$ cat config.mk
export PLATFORM = sky130hd
export DESIGN_NAME = sfp_accum
export DESIGN_NICKNAME = d
export VERILOG_FILES = /design/src/rtl/sfp_accum.sv
export SDC_FILE = /design/constraint.sdc
export NUM_CORES = 1
export LEC_CHECK = 0
export BUFFER_PORTS_ARGS = -buffer_cell sky130_fd_sc_hd__buf_2
export CORE_MARGIN = 2
export CORE_UTILIZATION = 62
export DETAILED_ROUTE_END_ITERATION = 7
export PLACE_DENSITY_LB_ADDON = 0.12
export SYNTH_ARGS = -nofsm -noshare
export SYNTH_HDL_FRONTEND = slang
export SYNTH_SLANG_ARGS = --single-unit
export TNS_END_PERCENT = 1
$ cat constraint.sdc
create_clock -name clk -period 7.5 [get_ports clk]
set_input_delay 0.375 -clock clk [delete_from_list [all_inputs] [get_ports clk]]
set_output_delay 0.375 -clock clk [all_outputs]
set_load 0.01 [all_outputs]
$ cat src/rtl/sfp_accum.sv
// sfp_accum: special-function stage that sits right after pmem.
//
// It takes the 128-bit psum rows read out of pmem and adds acc_len rows
// together for each output, lane by lane, with signed saturation. ReLU is
// optional. Each result is placed on sfp_out and marked by a one-cycle
// sfp_valid pulse.
//
// Ports:
//   clk        : clock
//   reset      : synchronous, active-high reset
//   acc        : high in the cycle a pmem read is issued for this stage
//   pmem_rdata : pmem Q, valid one cycle after the read is issued
//   relu_en    : clamp negative results to zero (sampled on the emit cycle)
//   flush      : emit the current partial sum now
//   sfp_out    : accumulated result, lane i at [psum_bw*(i+1)-1:psum_bw*i]
//   sfp_valid  : one-cycle pulse when sfp_out is updated
//   busy       : a group is partially accumulated or a read beat is in flight
//   beat_cnt   : number of beats accumulated in the current group
module sfp_accum #(
  parameter int psum_bw = 16,
  parameter int col     = 8,
  parameter int acc_len = 9
) (
  input  logic                   clk,
  input  logic                   reset,
  input  logic                   acc,
  input  logic [psum_bw*col-1:0] pmem_rdata,
  input  logic                   relu_en,
  input  logic                   flush,
  output logic [psum_bw*col-1:0] sfp_out,
  output logic                   sfp_valid,
  output logic                   busy,
  output logic [7:0]             beat_cnt
);

  localparam logic [0:0] IDLE  = 1'b0;
  localparam logic [0:0] ACCUM = 1'b1;

  logic [0:0]                        state;
  logic                              acc_d;
  logic [col-1:0][psum_bw-1:0]       acc_q;
  logic [col-1:0][psum_bw-1:0]       sum_sat;
  logic [psum_bw*col-1:0]            out_next;
  logic [8:0]                        cnt_inc;
  logic                              last_beat;
  logic                              emit;

  // Each lane adds its incoming psum to the running sum one bit wider than
  // the lane, so that overflow can be seen. The result is then clamped to
  // the signed range. When the emit happens without a beat in this cycle
  // (a flush with acc_d low), the stored sum is sent out unchanged.
  for (genvar i = 0; i < col; i++) begin : g_lane
    logic [psum_bw-1:0] lane_in;
    logic [psum_bw:0]   wide;
    logic [psum_bw-1:0] sat;
    logic [psum_bw-1:0] pick;

    assign lane_in = pmem_rdata[i*psum_bw +: psum_bw];
    assign wide    = {acc_q[i][psum_bw-1], acc_q[i]} + {lane_in[psum_bw-1], lane_in};

    // The top two bits differ only on overflow. The extra sign bit then
    // says which limit the result went past.
    always_comb begin
      sat = wide[psum_bw-1:0];
      if (wide[psum_bw] != wide[psum_bw-1]) begin
        sat = wide[psum_bw] ? {1'b1, {(psum_bw-1){1'b0}}}
                            : {1'b0, {(psum_bw-1){1'b1}}};
      end
    end

    assign sum_sat[i] = sat;
    assign pick       = acc_d ? sat : acc_q[i];
    assign out_next[i*psum_bw +: psum_bw] = (relu_en && pick[psum_bw-1]) ? '0 : pick;
  end

  // A group ends on its acc_len-th beat, or on flush whenever there is
  // something to flush. This is either a beat arriving now or a partial sum
  // that is already stored.
  assign cnt_inc   = {1'b0, beat_cnt} + 9'd1;
  assign last_beat = acc_d && (cnt_inc == 9'(acc_len));
  assign emit      = last_beat || (flush && (acc_d || (state == ACCUM)));
  assign busy      = acc_d || (state == ACCUM);

  // acc_d lines up the acc strobe with the one-cycle pmem read latency.
  // An emit clears the running sum in the same cycle. So a beat that arrives
  // in the next cycle starts the next group without a bubble.
  always_ff @(posedge clk) begin
    if (reset) begin
      acc_d     <= 1'b0;
      acc_q     <= '0;
      beat_cnt  <= 8'd0;
      sfp_out   <= '0;
      sfp_valid <= 1'b0;
      state     <= IDLE;
    end else begin
      acc_d     <= acc;
      sfp_valid <= 1'b0;
      if (emit) begin
        sfp_out   <= out_next;
        sfp_valid <= 1'b1;
        acc_q     <= '0;
        beat_cnt  <= 8'd0;
        state     <= IDLE;
      end else if (acc_d) begin
        acc_q     <= sum_sat;
        beat_cnt  <= cnt_inc[7:0];
        state     <= ACCUM;
      end
    end
  end

endmodule

==> impl_metrics.py, run 1 <==
metrics = {
    "run_status": {
        "status": "completed",
    },
    "hold_path": {
        "min_to": "acc_d",
        "hp-start": "reset",
        "whs_path_depth": 2,
        "hold_path.class": "in -> reg",
    },
    "yosys": {
        "synth.distinct_cells": 95,
        "synth-seq-cells": 267,
        "syn_inst": 2002,
        "synth.area.top_cells": "dfxtp_1 (32%), ha_1 (9.7%), a21oi_1 (4.2%), nor2_1 (4.1%), nand2_1 (4.0%)",
        "async_reset_ff_frac": 0,
        "syn_nets": 2273,
        "synth_area_um2": 16800,
        "synth_most_common_cell": "dfxtp_1",
        "synth_ff_type": "dfxtp_1",
        "synth_top_cell_by_area": "dfxtp_1",
        "yosys.area.top_type_share": 0.318,
        "syn_avg_cell_area_um2": 8.39,
        "ys_seq_area_frac": 0.318,
        "ys_top_cells_by_count": "dfxtp_1 (267), nor2_1 (185), nand2_1 (180)",
        "yosys_warnings": 0,
        "synth_edf_count": 0,
    },
    "setup_path": {
        "r2r_slack_ps": 2750,
        "regToRegEndpoint": "acc_q[59]",
        "critPathKind": "reg -> reg",
        "critPathLaunchType": "flip-flop",
        "crit_arrival_ps": 5200,
        "rr_worst_depth": 9,
        "cp-end-kind": "flip-flop",
        "required_ps": 7960,
        "worstReg2RegStart": "acc_d",
        "crit_fanout": 179,
    },
    "pwr": {
        "p_per_area_nw_per_um2": 222,
        "clockPowerShare": 0.358,
        "intPower_mw": 2.91,
        "p_leak_nw": 8.49,
        "ir_drop_mv": 0.207,
        "swShare": 0.320,
        "switchingPower_mw": 1.37,
        "seqPwrFrac": 0.363,
        "power_frac_comb": 0.280,
    },
    "floorplan": {
        "die_x_um": 169,
        "io_pins": 271,
        "core-area_um2": 26800,
        "die_y_um": 169,
        "row_count": 60,
        "dieArea_um2": 28400,
        "initial_core_util": 0.627,
    },
    "place": {
        "dpl.cell_count": 2524,
        "place_hpwl_um": 33100,
        "gp_congestion": 0.930,
        "io_buffer_count": 270,
    },
    "grt": {
        "grt_pass1_wl_um": 75500,
        "grt_pass1_vias": 15700,
        "grt.total_usage": 0.317,
        "antenna_found_initial": 1,
        "grt_max_degree": 180,
        "grt-ovfl-total": 0,
    },
    "cells_and_area": {
        "n_fill_cell": 2218,
        "multi_input_area_um2": 10900,
        "regArea_um2": 5350,
        "finalNonFillerCells": 2577,
        "final_layout_size_suffix_gt1_frac": 0.173,
        "syn2layout_area_growth_pct": 14.8,
        "layout.nets": 2485,
    },
    "clock_network": {
        "worstSkewPairLatency_ps": 550,
        "numCtsBuffers": 29,
        "clockBufferDepth": 3,
        "ctsResizeCount": 0,
        "cts_tree": "yes",
        "cts_sinks": 267,
        "clk_pin_slew_ps": 70,
        "clock-root-buffer": "clkbuf_16",
        "cts.htree.levels": 1,
        "post_cts_buffers": 0,
        "hold_buffers": 0,
    },
    "sta": {
        "fmax_ghz": 0.211,
        "fin_setup_tns_ps": 0,
        "finalCritPeriodShare": 0.633,
        "layout_min_cycle_time_ps": 4750,
        "tightestPinTransition_ps": 1140,
        "max_slew_margin": 0.238,
        "setup_viol": 0,
        "drv_slew": 0,
        "hold_viol_final": 0,
        "rsz0062_at_grt": "false",
        "fin_skew_ps": 12.9,
    },
    "detailed_routing": {
        "viasPerCell": 6.30,
        "drt_pre_antenna_iters": 5,
        "wirelength_um": 46900,
        "drt_first_iter_violations": 1164,
        "wl_per_cell_um": 18.2,
        "vias": 16200,
        "drcViolationCount": 0,
        "ant_nets": 0,
    },
    "flow_run": {
        "cap_violations": 0,
    },
}
## state kept, by name, summed over array words and instances (netlist names)
register	flops
sfp_valid	1
state	1
sfp_out	128
acc_d	1
beat_cnt	8
acc_q	128
## area by class of cell
class                      instances  area share
sequential                       267       0.277
multi-input combinational       1591       0.564
inverter                          47     0.00921
timing repair buffer             278      0.0738
clock inverter                    14      0.0107
clock buffer                      38      0.0425
tap                              341      0.0221
antenna                            1    0.000130
## cells by family after synthesis
group,synth area share
xor gates and xnor gates,0.0490
buffers and inverters,0.0353
AOI/OAI and AO/OA,0.281
DFF,0.318
and+or+nand+nor,0.168
adders and majority gates,0.128
muxes,0.0211
## routing by layer
layer	track usage	vias up	wire length, um
li1	-	7869	-
met1	0.408	7687	20100
met2	0.539	581	21900
met3	0.0472	101	3180
met4	0.121	0	1710
met5	0	-	0
## cells in the final DEF, fill, tap and decap left out, types with 46 or more instances in the layout
cell	n
nand2_1	179
o21ai_0	134
dfxtp_1	266
nor2_1	185
a21oi_1	142
o21ai_1	58
buf_2	270
xnor2_1	63
inv_1	46
ha_1	130
## worst max path at each step
stage	endpoint	startpoint	cells past startpoint
after floorplan	sfp_out[97]	pmem_rdata[96]	11
after global placement	acc_q[54]	acc_d	9
after detailed placement	acc_q[59]	acc_d	9
after CTS	acc_q[59]	acc_d	9
after global routing	acc_q[61]	acc_d	9
final	acc_q[59]	acc_d	9
## worst max-delay path, cell delays in order, from the launching register on
cell	delay [ps]
dfxtp_4	350
buf_12	240
clkinv_2	120
buf_4	860
nor4b_1	210
a32oi_1	430
and2_4	730
buf_4	870
o31ai_1	290
a211oi_1	240
## stage by stage
| step | cell area (um^2) | power [mW] | utilization | setup slack (ps) | hold slack [ps] |
|---|---|---|---|---|---|
| 4_1_cts | 19300 | 4.28 | 0.720 | 2910 | 21.9 |
| 6_report | 19300 | 4.28 | 0.720 | 2750 | 35.8 |
| 3_5_place_dp | 18300 | 2.75 | 0.682 | 2940 | 438 |
| 2_1_floorplan | 16800 | 2.47 | - | 4620 | 436 |
| 3_3_place_gp | 18300 | 2.72 | 0.682 | 3120 | 430 |
| 5_1_grt | 19300 | 4.49 | 0.720 | 2530 | 32.8 |
## power groups by stage
stage	combinational (mW)	sequential [mW]	clock, mW
3_5_place_dp	1.17	1.58	0
2_1_floorplan	0.887	1.58	0
5_1_grt	1.32	1.56	1.61
3_3_place_gp	1.14	1.58	0
4_1_cts	1.18	1.55	1.54
6_report	1.20	1.55	1.53
Note: power is estimated with default switching activity, not from simulation.
==> run 2, diff against run 1 <==
--- a/config.mk
+++ b/config.mk
@@ -7,7 +7,7 @@
 export LEC_CHECK = 0
 export BUFFER_PORTS_ARGS = -buffer_cell sky130_fd_sc_hd__buf_2
 export CORE_MARGIN = 2
-export CORE_UTILIZATION = 62
+export CORE_UTILIZATION = 58
 export DETAILED_ROUTE_END_ITERATION = 7
 export PLACE_DENSITY_LB_ADDON = 0.12
 export SYNTH_ARGS = -nofsm -noshare
==> constraint.sdc (replaced) <==
create_clock -name clk -period 4.6 [get_ports clk]
set_input_delay 0.23 -clock clk [delete_from_list [all_inputs] [get_ports clk]]
set_output_delay 0.23 -clock clk [all_outputs]
set_load 0.01 [all_outputs]
==> run 2 against run 1 <==
  * Sequential power is 64% higher
  * Clock power is 57% higher
  * Global-route usage is 2.0 points lower
  * First-iteration DRC count is 2.4% lower
  * Register-to-register slack worse by 1900 ps
  * Cell count is 2.1% higher
  * Via count is 1.3% lower
  * Fmax is 25% higher
  * Worst setup slack worse by 1900 ps
  * Highest routed layer unchanged
==> impl_metrics.py, run 2 (synthesis results as in run 1) <==
metrics = {
    "setup_path": {
        "slowest_delay_ps": 820,
        "critPathKind": "reg -> reg",
        "rr_worst_depth": 6,
        "crit_slowest_cell": "nand2_4",
        "worstReg2RegStart": "acc_d",
        "regToRegEndpoint": "acc_q[104]",
        "required_ps": 5000,
        "crit_family": "simple AND/OR/NAND/NOR gates",
        "critPathLaunchType": "flip-flop",
        "startpoint": "acc_d",
        "crit_buf_inv": 2,
        "cp-end-kind": "flip-flop",
        "crit_arrival_ps": 4190,
        "crit_chain": "clkinv_2, nor4b_1, a32oi_1, nand2_4, buf_4, a211oi_1",
        "r2r_slack_ps": 810,
        "crit_fanout": 78,
    },
    "sta": {
        "max_slew_margin": 0.267,
        "fin_skew_ps": 7.52,
        "finalCritPeriodShare": 0.824,
        "tightestPinTransition_ps": 1100,
        "fmax_ghz": 0.264,
        "rsz0062_at_grt": "false",
        "fin_setup_tns_ps": 0,
        "layout_min_cycle_time_ps": 3790,
        "hold_viol_final": 0,
        "post-route-worst-setup-slack_ps": 811,
        "drv_slew": 0,
        "holdWs_ps": 143,
        "setup_viol": 0,
    },
    "flow_run": {
        "cap_violations": 0,
    },
    "clock_network": {
        "clock-root-buffer": "clkbuf_16",
        "cts_sinks": 267,
        "clk_pin_slew_ps": 60,
        "worstSkewPairLatency_ps": 560,
        "cts.htree.levels": 1,
        "numCtsBuffers": 31,
        "clockBufferDepth": 3,
        "cts_tree": "yes",
        "post_cts_buffers": 0,
    },
    "cells_and_area": {
        "layout_common_cells": "buf_2 (270), dfxtp_1 (266), nor2_1 (185)",
        "layout_commonest_cell": "buf_2",
        "layout.nets": 2494,
        "finalNonFillerCells": 2630,
        "final_layout_size_suffix_gt1_frac": 0.174,
        "final_area_um2": 19400,
        "syn2layout_area_growth_pct": 15.2,
        "top_regs": "acc_q x128, sfp_out x128, beat_cnt x8",
    },
    "grt": {
        "grt_pass1_vias": 15100,
        "grt_pass1_wl_um": 75100,
        "grt.total_usage": 0.297,
        "grt_max_degree": 87,
        "grt-ovfl-total": 0,
        "antenna_found_initial": 1,
    },
    "floorplan": {
        "core-area_um2": 28600,
        "row_count": 62,
        "dieArea_um2": 30400,
        "io_pins": 271,
        "die_y_um": 174,
        "initial_core_util": 0.587,
        "die_x_um": 174,
    },
    "pwr": {
        "p_leak_nw": 8.51,
        "p_per_area_nw_per_um2": 356,
        "ir_drop_mv": 0.258,
    },
    "place": {
        "io_buffer_count": 270,
        "gp_congestion": 0.936,
        "dpl_cell_area_um2": 18400,
        "place_hpwl_um": 34400,
        "dpl.cell_count": 2572,
        "post-place-ws_ps": 893,
    },
    "detailed_routing": {
        "drt_first_iter_violations": 1136,
        "ant_nets": 0,
        "drcViolationCount": 0,
        "wirelength_um": 47400,
        "wl_per_cell_um": 18.0,
        "vias": 16000,
        "drt_pre_antenna_iters": 7,
        "viasPerCell": 6.09,
    },
    "hold_path": {
        "hold_path.class": "in -> reg",
        "whs_path_depth": 4,
        "min_to": "acc_q[96]",
        "hp-start": "pmem_rdata[96]",
    },
    "run_status": {
        "status": "completed",
    },
}
## run 2: report_power, final
group	switching (mW)	leakage [nW]	total [mW]	internal [mW]
Sequential	0.0954	2.17	2.54	2.44
Combinational	1.17	5.85	1.95	0.783
Clock	0.978	0.487	2.40	1.42
Total	2.24	8.51	6.89	4.65
## run 2: final cells by class
type                            instances  area [um^2]
Multi-Input combinational cell       1591        10900
Sequential cell                       267         5350
Tap cell                              384          480
Fill cell                            2507         9260
Antenna cell                            1         2.50
Clock inverter                         11          108
Clock buffer                           44          875
Inverter                               47          178
Timing Repair Buffer                  285         1480
## run 2: stage by stage
stage / total power [mW] / util
after CTS: 6.89 / 0.676
after floorplan: 4.02 / -
after detailed placement: 4.50 / 0.641
after global placement: 4.46 / 0.641
after global routing: 7.23 / 0.677
final: 6.89 / 0.677
## run 2: what timing repair did
item                                   in CTS  in global routing
endpoints found under the hold margin       1                  0
hold buffers                                2                  0
resized for setup                           0                  0
## run 2: how the worst max path moves through the flow
stage | end | slack, ps | cells after the start
after floorplan | sfp_out[97] | 1810 | 11
after global placement | sfp_out[78] | 940 | 11
after detailed placement | acc_q[104] | 890 | 6
after CTS | acc_q[104] | 890 | 6
after global routing | acc_q[104] | 530 | 6
final | acc_q[104] | 810 | 6
## run 2: routing by layer
| layer | routed length (um) | global-route usage | share of wire | vias to the layer above |
|---|---|---|---|---|
| met2 | 21600 | 0.494 | 0.46 | 565 |
| met5 | 0 | 0 | 0 | - |
| met3 | 3310 | 0.0413 | 0.070 | 103 |
| met1 | 20600 | 0.392 | 0.43 | 7500 |
| li1 | - | - | - | 7855 |
| met4 | 1850 | 0.113 | 0.039 | 0 |
## run 2: worst min-delay path, cell delays in order
cell	delay, ps
buf_2	90
ha_1	150
a311oi_1	120
nor2_1	80
